### src/rtl/serv_dbg_pkg.sv
// Shared types and constants for the serv debug-entry/exit sequencer.
package serv_dbg_pkg;

   typedef enum logic [2:0] {
      StRun,
      StPend,
      StInj,
      StHalt,
      StExit,
      StStep
   } dbg_state_e;

   localparam logic [2:0] CAUSE_NONE    = 3'd0;
   localparam logic [2:0] CAUSE_EBREAK  = 3'd1;
   localparam logic [2:0] CAUSE_TRIG    = 3'd2;
   localparam logic [2:0] CAUSE_HALTREQ = 3'd3;
   localparam logic [2:0] CAUSE_STEP    = 3'd4;

endpackage

### src/rtl/serv_dbg_stepcnt.sv
// Remaining-step counter: load (0 loads as 1), saturating decrement, clear.
module serv_dbg_stepcnt #(
   parameter int unsigned STEP_W = 8
) (
   input  logic              clk,
   input  logic              i_rst,
   input  logic              i_clr,
   input  logic              i_load,
   input  logic [STEP_W-1:0] i_load_val,
   input  logic              i_dec,
   output logic [STEP_W-1:0] o_cnt,
   output logic              o_zero,
   output logic              o_last
);

   localparam logic [STEP_W-1:0] ONE = {{(STEP_W-1){1'b0}}, 1'b1};

   logic [STEP_W-1:0] cnt_q;
   logic [STEP_W-1:0] cnt_d;

   always_comb begin
      cnt_d = cnt_q;
      if (i_clr) begin
         cnt_d = '0;
      end else if (i_load) begin
         cnt_d = (i_load_val == '0) ? ONE : i_load_val;
      end else if (i_dec && (cnt_q != '0)) begin
         cnt_d = cnt_q - ONE;
      end
   end

   always_ff @(posedge clk or posedge i_rst) begin
      if (i_rst) begin
         cnt_q <= '0;
      end else begin
         cnt_q <= cnt_d;
      end
   end

   assign o_cnt  = cnt_q;
   assign o_zero = (cnt_q == '0);
   assign o_last = (cnt_q == ONE);

endmodule

### src/rtl/serv_dbg_seq.sv
// Debug-entry/exit sequencer: decides when to force ebreak into decode and tracks debug mode.
// Define SERV_DBG_TRIG_EN to enable the hardware trigger inputs.
module serv_dbg_seq
   import serv_dbg_pkg::*;
#(
   parameter int unsigned STEP_W     = 8,
   parameter int unsigned NTRIG      = 2,
   parameter int unsigned RESET_HALT = 0
) (
   input  logic              clk,
   input  logic              i_rst,
   input  logic              i_wb_en,
   input  logic              i_cnt_done,
   input  logic              i_ebreak,
   input  logic              i_dret,
   input  logic              i_dbg_halt,
   input  logic              i_dbg_step,
   input  logic [STEP_W-1:0] i_step_cnt,
   input  logic [NTRIG-1:0]  i_trig,
   input  logic [NTRIG-1:0]  i_trig_en,
   output logic              o_inject,
   output logic              o_dbg_mode,
   output logic [2:0]        o_cause,
   output logic [STEP_W-1:0] o_steps_left,
   output logic              o_busy
);

   dbg_state_e state_q, state_d;
   logic [2:0] cause_q, cause_d;

   logic trig_hit;
   logic ebreak_done;
   logic cnt_load, cnt_dec, cnt_clr;
   logic cnt_zero, cnt_last;

`ifdef SERV_DBG_TRIG_EN
   assign trig_hit = |(i_trig & i_trig_en);
`else
   assign trig_hit = 1'b0;
   logic unused_trig;
   assign unused_trig = ^{i_trig, i_trig_en};
`endif

   assign ebreak_done = i_ebreak & i_cnt_done;

   // Priority within RUN/STEP: ebreak > trigger > haltreq
   always_comb begin
      state_d  = state_q;
      cause_d  = cause_q;
      cnt_load = 1'b0;
      cnt_dec  = 1'b0;
      cnt_clr  = 1'b0;
      unique case (state_q)
         StRun: begin
            if (ebreak_done) begin
               state_d = StHalt;
               cause_d = CAUSE_EBREAK;
            end else if (trig_hit) begin
               state_d = StPend;
               cause_d = CAUSE_TRIG;
            end else if (i_dbg_halt) begin
               state_d = StPend;
               cause_d = CAUSE_HALTREQ;
            end
         end
         StPend: begin
            if (i_wb_en) state_d = StInj;
         end
         StInj: begin
            if (i_cnt_done) state_d = StHalt;
         end
         StHalt: begin
            // A step arriving with dret-done is loaded first so EXIT sees it
            cnt_load = i_dbg_step;
            if (i_dret && i_cnt_done) state_d = StExit;
         end
         StExit: begin
            state_d = cnt_zero ? StRun : StStep;
         end
         StStep: begin
            if (ebreak_done) begin
               state_d = StHalt;
               cause_d = CAUSE_EBREAK;
               cnt_clr = 1'b1;
            end else if (trig_hit) begin
               state_d = StPend;
               cause_d = CAUSE_TRIG;
               cnt_clr = 1'b1;
            end else if (i_dbg_halt) begin
               state_d = StPend;
               cause_d = CAUSE_HALTREQ;
               cnt_clr = 1'b1;
            end else if (i_cnt_done) begin
               cnt_dec = 1'b1;
               if (cnt_last || cnt_zero) begin
                  state_d = StPend;
                  cause_d = CAUSE_STEP;
               end
            end
         end
         default: begin
            state_d = StRun;
         end
      endcase
   end

   always_ff @(posedge clk or posedge i_rst) begin
      if (i_rst) begin
         state_q <= (RESET_HALT != 0) ? StPend : StRun;
         cause_q <= (RESET_HALT != 0) ? CAUSE_HALTREQ : CAUSE_NONE;
      end else begin
         state_q <= state_d;
         cause_q <= cause_d;
      end
   end

   serv_dbg_stepcnt #(
      .STEP_W (STEP_W)
   ) u_stepcnt (
      .clk        (clk),
      .i_rst      (i_rst),
      .i_clr      (cnt_clr),
      .i_load     (cnt_load),
      .i_load_val (i_step_cnt),
      .i_dec      (cnt_dec),
      .o_cnt      (o_steps_left),
      .o_zero     (cnt_zero),
      .o_last     (cnt_last)
   );

   assign o_inject   = (state_q == StPend);
   assign o_dbg_mode = (state_q == StHalt);
   assign o_busy     = (state_q == StPend) || (state_q == StInj) || (state_q == StExit);
   assign o_cause    = cause_q;

endmodule

### config.mk
export PLATFORM = sky130hd
export DESIGN_NAME = serv_dbg_seq
export DESIGN_NICKNAME = d
export VERILOG_FILES = /design/src/rtl/serv_dbg_pkg.sv /design/src/rtl/serv_dbg_stepcnt.sv /design/src/rtl/serv_dbg_seq.sv
export SDC_FILE = /design/constraint.sdc
export NUM_CORES = 1
export LEC_CHECK = 0
export BUFFER_PORTS_ARGS = -buffer_cell sky130_fd_sc_hd__buf_4
export CAP_MARGIN = 20
export CELL_PAD_IN_SITES_DETAIL_PLACEMENT = 1
export CELL_PAD_IN_SITES_GLOBAL_PLACEMENT = 1
export CORE_MARGIN = 5
export CORE_UTILIZATION = 37
export DETAILED_ROUTE_END_ITERATION = 7
export PLACE_DENSITY_LB_ADDON = 0.25
export SLEW_MARGIN = 20
export SYNTH_ARGS = -nofsm -noshare
export SYNTH_HDL_FRONTEND = slang
export SYNTH_HIERARCHICAL = 1
export SYNTH_SLANG_ARGS = --single-unit
### constraint.sdc
create_clock -name clk -period 2.4 [get_ports clk]
set_clock_uncertainty 0.1 [all_clocks]
set_input_delay 0.12 -clock clk [delete_from_list [all_inputs] [get_ports clk]]
set_output_delay 0.12 -clock clk [all_outputs]
set_load 0.02 [all_outputs]
==> results.md, run 1 <==
Outcome:
- The run finished with clean final reports.

Cells and area:
- The antenna diode instance count is 0.
- For this run, the post-layout net count is about 180.
- The relative area change from synthesis to final layout is 29.38%.
- The post-route core utilization is 0.5052.
- Of the cells placed in the final design, the portion with a size suffix greater than 1 is 0.3355.
- Counting the fill cells in the layout gives approximately 330.

STA:
- For this run, the top clock speed supported by timing is 468.8 MHz.
- Of the available clock period, the critical path in the final layout requires 0.8888.
- The pin slew with the least headroom to its limit is 633.3 ps.
- The max-slew violation count came to 0.
- Setup repair after global routing left no endpoint under its margin.
- The worst slew slack as a fraction of its limit is 0.5762.
- The minimum clock period after layout is between 2000 and 2500 ps.
- The worst hold margin is about 5.8 ps.
- The final-report setup violation count is 0.
- After routing, the total negative slack on setup checks comes to 0 ps.
- The final hold violation count is 0.
- The final worst setup slack is about 270 ps.

Floorplanning:
- After floorplanning, the core was sized to cover approximately 2800 µm².
- The die boundary height is around 64 µm.
- 34 I/O pins were placed.
- The die covers 4118 µm².
- In this run the horizontal extent of the chip is 64.18 µm.
- The initial standard-cell utilization of the core is 0.3905.
- Row generation in the floorplan step produced 19 rows.

Logic synthesis:
- Of the total synthesized cell area, the portion taken by AND, OR, NAND and NOR gates is 0.2684.
- By area, the combinational part of the netlist is dominated by compound AO/OA/AOI/OAI gates.
- The average cell area after synthesis is 9.050 µm².
- The commonest cells after synthesis are nor2_1 (15), dfrtp_1 (14), inv_1 (9), nand2_1 (9), o21ai_0 (7).
- The cell with the most instances after synthesis is nor2_1.
- The distinct cell type count of the synthesized netlist is 47.
- Of the synthesized area, sequential elements account for 0.3226.
- The post-synthesis async set-or-reset flop share is 1.000.
- The xor and xnor fraction of the mapped netlist area is 0.03226.
- The synthesis warning total is 6.
- Of the total synthesized cell area, the portion taken by full adders, half adders and majority gates is 0.02304.
- The most instantiated flip-flop cell in the synthesis netlist is dfrtp_1.
- The number of flops mapped to enable cells by yosys is 0.
- The register bit total from synthesis is 14.
- Ranked by total cell area, the synthesized netlist is headed by dfrtp_1 (32%), nor2_1 (5.2%), nand3b_4 (3.7%), o21ai_0 (3.2%), xnor2_1 (3.2%).
- The fraction of the mapped netlist area in compound gates came to 0.2846.
- The netlist area before placement is ~1100 µm².
- The net count after synthesis is around 140.
- The post-synthesis instance total is between 100 and 150.
- The share of synthesized area in the top cell type comes to 0.3226.
- The library cell with the largest summed area after synthesis is dfrtp_1.
- The post-synthesis mux area share is 0.009217.

Routing:
- The number of detailed-routing iterations run before antenna repair is 4.
- The detailed router placed a little over 1,000 vias in this run.
- The total DRC errors in the routed layout is 0.
- The first routing iteration left 27 violations.
- After detailed routing, the average wire length per cell comes to about 16 µm.
- Once detail routing completed, the nets flagged for antenna violations numbered 0.
- The final layout contains routed wiring with a total length of 2.940 mm.
- After detailed routing, the number of vias per cell comes to 5.522.

Worst hold path:
- The worst hold path passes through 3 cells.
- The type of the tightest min-delay check is in2reg.

Power:
- The worst-case IR drop observed on VDD is slightly below 0.0007 V.
- The leakage dissipation is 0.0006148 µW.
- The power per unit of standard cell area is between 1000 and 1500 nW/µm².
- Total power for the finished layout comes to around 1700 µW.

Placement:
- The setup slack at placement is between 200 and 300 ps.
- In this run the tool buffered the top-level ports with 29 buffer cells.
- At the end of routability-driven placement, the weighted congestion stood at roughly 0.78.
- The final HPWL from detailed placement is about 2.4 mm.

Setup path:
- The slowest cell on the critical path is nor4_4.
- In this run the number of cells on the critical path is 6.
- STA classifies the critical path endpoint as a flop.
- The critical path in this run is classified as reg2reg.
- The critical path goes through nor4_4, and3_1, o31a_1, or3_4, nand3_1, o221a_2.
- The worst register-to-register path has a depth of 6.
- For the worst setup path, the data arrival time is approximately 2200 ps.
- The largest fanout on the critical path is 7.
- For the worst setup path, the data required time is between 2000 and 2500 ps.
- Grouping stages by cell kind, the critical path spends the most delay in simple AND/OR/NAND/NOR gates.
- The biggest cell delay along the critical path is approximately 500 ps.
- The startpoint class of the critical path is a flop.
- Counting both buffers and inverters, the worst setup path holds a total of 0.

CTS:
- Clock latency on the worst-skew pair, taken at its later pin, is around 280 ps.
- CTS built an H-tree with a depth of 1.
- The clock edge transition at the registers on the reported setup and hold paths is around 90 ps.
- Counting along the longest clock path gives a buffer depth of 2.
- Clock tree synthesis found a total of 14 sinks.
- Post-CTS timing repair inserted 0 buffers for setup.
- The CTS tree is done.
- Counting the buffers created by CTS gives 3.
- The tree is rooted in a clkbuf_4.

Global routing:
- Entering global routing, the biggest net connects 16 pins.
- The initial antenna violation count is 0.
- The first global-routing pass estimated 5.037 mm of wire.
- The global-route total usage across every layer is 0.1535.
- The via count of the first global-routing pass is 1,098.
- The remaining global-route overflow is 0.

Run:
- The max capacitance violation total is 0.
==> cell families (layout without fill, tap and decap cells) <==
kind of cell | after synthesis | in the layout
buffers and inverters | 14 | 49
adders and majority gates | 2 | 2
AOI/OAI and AO/OA | 37 | 37
xor gates and xnor gates | 4 | 4
muxes | 1 | 1
DFF | 14 | 14
and+or+nand+nor | 48 | 48
==> flip-flops by register name (all words and copies together) (netlist names) <==
name	flops
state_q	3
o_cause	3
u_stepcnt/o_cnt	8
==> tightest hold or removal path: stages <==
cell	delay (ps)
buf_4	110
inv_1	40
a221oi_1	70
==> metal layers <==
metal	GRT usage	wire (µm)	vias to the layer above
met4	0.05344	34	0
met5	0	0	-
met2	0.2601	1418	26
met3	0.03503	139	4
li1	-	-	511
met1	0.1904	1348	486
==> path summary, 6_finish.rpt <==
kind | from | slack, ps | to
worst max-delay path | u_stepcnt/o_cnt[4]$_DFFE_PP0P_ | 270 | state_q[1]$_DFFE_PP0P_
worst min-delay path | i_step_cnt[2] | 6 | u_stepcnt/o_cnt[2]$_DFFE_PP0P_
worst max register to register | u_stepcnt/o_cnt[4]$_DFFE_PP0P_ | 270 | state_q[1]$_DFFE_PP0P_
worst min register to register | o_cause[0]$_DFFE_PP0P_ | 390 | o_cause[0]$_DFFE_PP0P_
max in group asynchronous | i_rst | 1690 | u_stepcnt/o_cnt[3]$_DFFE_PP0P_
min in group asynchronous | i_rst | 230 | o_cause[0]$_DFFE_PP0P_
==> layout make-up <==
type	count	area, µm²	area share
Clock buffer	4	36.28	0.02582
Inverter	9	33.78	0.02404
Multi-Input combinational cell	92	670.6	0.4773
Sequential cell	14	350.3	0.2493
Tap cell	31	38.79	0.02760
Timing Repair Buffer	36	275.3	0.1959
==> per-stage QoR <==
stage	cells	cell area, µm²
2_1_floorplan	120	1086
3_3_place_gp	180	1349
3_5_place_dp	180	1349
4_1_cts	186	1405
5_1_grt	186	1405
6_report	186	1405
==> layout by cell type, fill, tap and decap left out, types with 4 or more instances in the layout <==
master and count:
buf_4 34, nor2_1 15, dfrtp_1 14, nand2_1 9, inv_1 9, o21ai_0 7
a21oi_1 6, xnor2_1 4
==> report_power, final <==
part | internal [µW] | total [µW] | switching [µW]
Clock | 92.4 | 175 | 83.0
Combinational | 477 | 1040 | 560
Sequential | 338 | 478 | 140
==> repair_timing <==
item                       4_1_cts  5_1_grt
hold buffers                     2        0
resized for setup                0        0
setup endpoints to repair        0        0
hold endpoints to repair        15        0
Power figures use the tool's default switching activity.
==> inputs of run 2 (changes only) <==
- PLACE_DENSITY_LB_ADDON: 0.25 -> 0.1
==> run 2 against run 1 <==
  * Count of clock-buffer cells in the layout is the same
  * Clock power is essentially flat
  * Wire length grew 2.6%
  * Die area is the same
  * Hold slack gained 33 ps
  * Worst setup slack gained 79 ps
  * Fmax grew 3.8%
  * Combinational power is essentially flat
  * Sequential share of layout area shrank 0.31 points
  * Sequential cell count is the same
==> results.md, run 2 (synthesized netlist as in run 1, its figures left out) <==
Outcome:
- The flow ran to the end, and the final reports show no timing, DRC or antenna violations.

Setup path:
- The data required time at the worst endpoint came to 2470 ps (about the same).
- The signal arrival time at the worst endpoint is 2120 ps (-90 ps).
- The critical path goes through inv_1, ha_1, and3_1, o31a_1, or3_4, a41o_1, o221a_2.
- The largest fanout on the critical path was 5 (-2).
- The biggest cell delay along the critical path is 450 ps (-50 ps).
- STA classifies the critical path endpoint as a flop.
- The total buffers and inverters traversed by the critical path came to 1 (+1).
- For this design, the slowest cell found on the critical path is dfrtp_1.
- The kind of cell with the highest combined delay on the critical path is compound AO/OA/AOI/OAI gates.
- The path type of the worst setup path is reg2reg.
- The startpoint class of the critical path is a flop.

Floorplanning:
- The number of placed I/O pins is 34 (unchanged).
- The die boundary height is 64.18 µm (unchanged).
- The number of core rows is 19 (unchanged).
- The initial standard-cell utilization of the core is 0.3905 (unchanged).
- The die span in x is 64.18 µm (unchanged).
- The area of the die was 4118 µm² (unchanged).
- The placeable core region is 2781 µm² (unchanged).

Cells and area:
- The finished layout cell area is 1423 µm² (+1.2%).
- Leaving out fill and tap cells, the most frequent cell in the layout is buf_4.
- The post-layout net count came to 180 (+1.1%).
- The layout cell share with drive strength beyond 1 is 0.3376 (+0.002096).
- Compared with the post-synthesis result, the final layout area differs by 30.99%.
- The area of the multi-input gates is 670.6 µm² (unchanged).
- The library cells used most frequently in the layout, excluding fill and tap cells, are buf_4 (35), nor2_1 (15), dfrtp_1 (14), nand2_1 (9), inv_1 (9).
- The area used by sequential logic in the layout is 350.3 µm² (unchanged).
- The antenna diode instance count is 0 (unchanged).
- The flip-flop count of the largest register after layout is 8 (unchanged).
- The post-route core utilization is 0.5115 (+0.006298).
- The filler cell count in the final layout was 333 (+0.60%).

Routing:
- The total DRC errors in the routed layout is 0 (unchanged).
- The detailed-route vias per instance was 5.500 (-0.39%).
- The first-iteration detailed-routing DRC count is 24 (-11%).
- The number of detailed-routing iterations run before antenna repair is 4 (unchanged).
- The total wirelength of the detailed-routed design was 3.016 mm (+2.6%).
- The number of routed nets with antenna violations is 0 (unchanged).
- The total via count after detailed routing is 1,034 (+0.68%).
- The wire length per cell after detailed routing is 16.04 µm (+1.5%).

STA:
- Setup repair after global routing left no endpoint under its margin.
- The final-report setup violation count is 0 (unchanged).
- The max-slew violation count is 0 (unchanged).
- The setup total negative slack came to 0 ps (unchanged).
- The post-route fraction of the period consumed by the critical path is 0.8560 (-0.03278).
- The final hold violation count was 0 (unchanged).
- The minimum clock period after layout came to 2054 ps (-78.67 ps).
- The maximum clock frequency is 486.8 MHz (+3.8%).
- The pin slew with the least headroom to its limit is 666.3 ps (+32.93 ps).
- The worst slew slack as a fraction of its limit came to 0.5542 (-0.02204).
- The final worst setup slack is 345.7 ps (+78.67 ps).

CTS:
- The worst-skew pair later-pin latency is 280 ps (about the same).
- The cell sitting at the root of the clock tree is a clkbuf_4.
- The H-tree depth reported by CTS is 1 (unchanged).
- The number of buffers on the longest clock path was 2 (unchanged).
- The CTS tree is done.
- The clock buffer count from CTS came to 3 (unchanged).
- The count of instances resized after the clock tree is built is 0 (unchanged).
- The clock edge transition at the registers on the reported setup and hold paths came to 90 ps (about the same).
- The total number of clock tree sinks is 14 (unchanged).

Global routing:
- The initial antenna violation count was 0 (unchanged).
- The global-route total usage across every layer is 0.1602 (+0.006731).
- The via count of the first global-routing pass is 1,114 (+1.5%).
- The remaining global-route overflow is 0 (unchanged).
- The largest net degree at the start of global routing is 16 (unchanged).
- The wire length of the first global-routing pass was 5.313 mm (+5.5%).

Placement:
- The cell area after placement is 1356 µm² (+0.56%).
- The count of input and output buffers is 29 (unchanged).
- The setup slack at placement is 347.2 ps (+69.81 ps).
- The placer congestion estimate is 0.7632 (-2.0%).
- The final HPWL from detailed placement is 2.406 mm (+1.3%).

Power:
- The leakage dissipation was 0.0006244 µW (+1.6%).
- The worst-case vdd ir drop is 0.0007607 V (+11%).
- The power per unit of standard cell area was 1195 nW/µm² (-0.63%).
- The power after layout is 1700 µW (+0.61%).

Worst hold path:
- The type of the tightest min-delay check is in2reg.

Run:
- The max capacitance violation total came to 0 (unchanged).
==> run 2: repair_timing <==
item	4_1_cts	5_1_grt
endpoints found under the hold margin	16	0
hold buffers	3	0
buffers inserted	0	0
==> run 2: cell type report <==
| class | count | share of cell area |
|---|---|---|
| clock buffer | 4 | 0.02551 |
| inverter | 9 | 0.02375 |
| multi-input combinational | 92 | 0.4714 |
| sequential | 14 | 0.2463 |
| tap | 31 | 0.02726 |
| timing repair buffer | 38 | 0.2058 |
==> run 2: final timing paths <==
check                                               start                        endpoint  slack [ps]  depth (start not counted)
min                                            i_dbg_halt          o_cause[1]$_DFFE_PP0P_          40                          2
max                        u_stepcnt/o_cnt[0]$_DFFE_PP0P_          state_q[1]$_DFFE_PP0P_         350                          7
max reg2reg                u_stepcnt/o_cnt[0]$_DFFE_PP0P_          state_q[1]$_DFFE_PP0P_         350                          7
min in group asynchronous                           i_rst          o_cause[0]$_DFFE_PP0P_         210                          3
min reg2reg                        o_cause[1]$_DFFE_PP0P_          o_cause[1]$_DFFE_PP0P_         410                          1
max in group asynchronous                           i_rst  u_stepcnt/o_cnt[0]$_DFFE_PP0P_        1660                          3
==> run 2: power breakdown <==
part	leakage [µW]	internal, µW	total, µW	switching [µW]
combinational	0.000440	483	1050	567
sequential	0.000163	338	477	138
clock	0.0000210	92.2	174	81.8
==> run 2: worst register-to-register path: stages, from the launching register on <==
cell and delay (ps):
dfrtp_1 450, inv_1 70, ha_1 210, and3_1 200, o31a_1 250, or3_4 340, a41o_1 190, o221a_2 130
==> run 2: per-stage QoR <==
stage,hold slack [ps],cells
floorplan,-189.0,120
CTS,32.30,188
global route,41.12,188
detailed placement,-44.83,181
finish,38.81,188
global placement,-46.25,181
==> run 2: metal layers <==
metal  GRT usage  part of all wire  vias up
met1      0.2295              0.49      503
li1            -                 -      516
met4     0.04580            0.0083        0
met2      0.2412              0.47       13
met5           0                 0        -
met3     0.03503             0.032        2
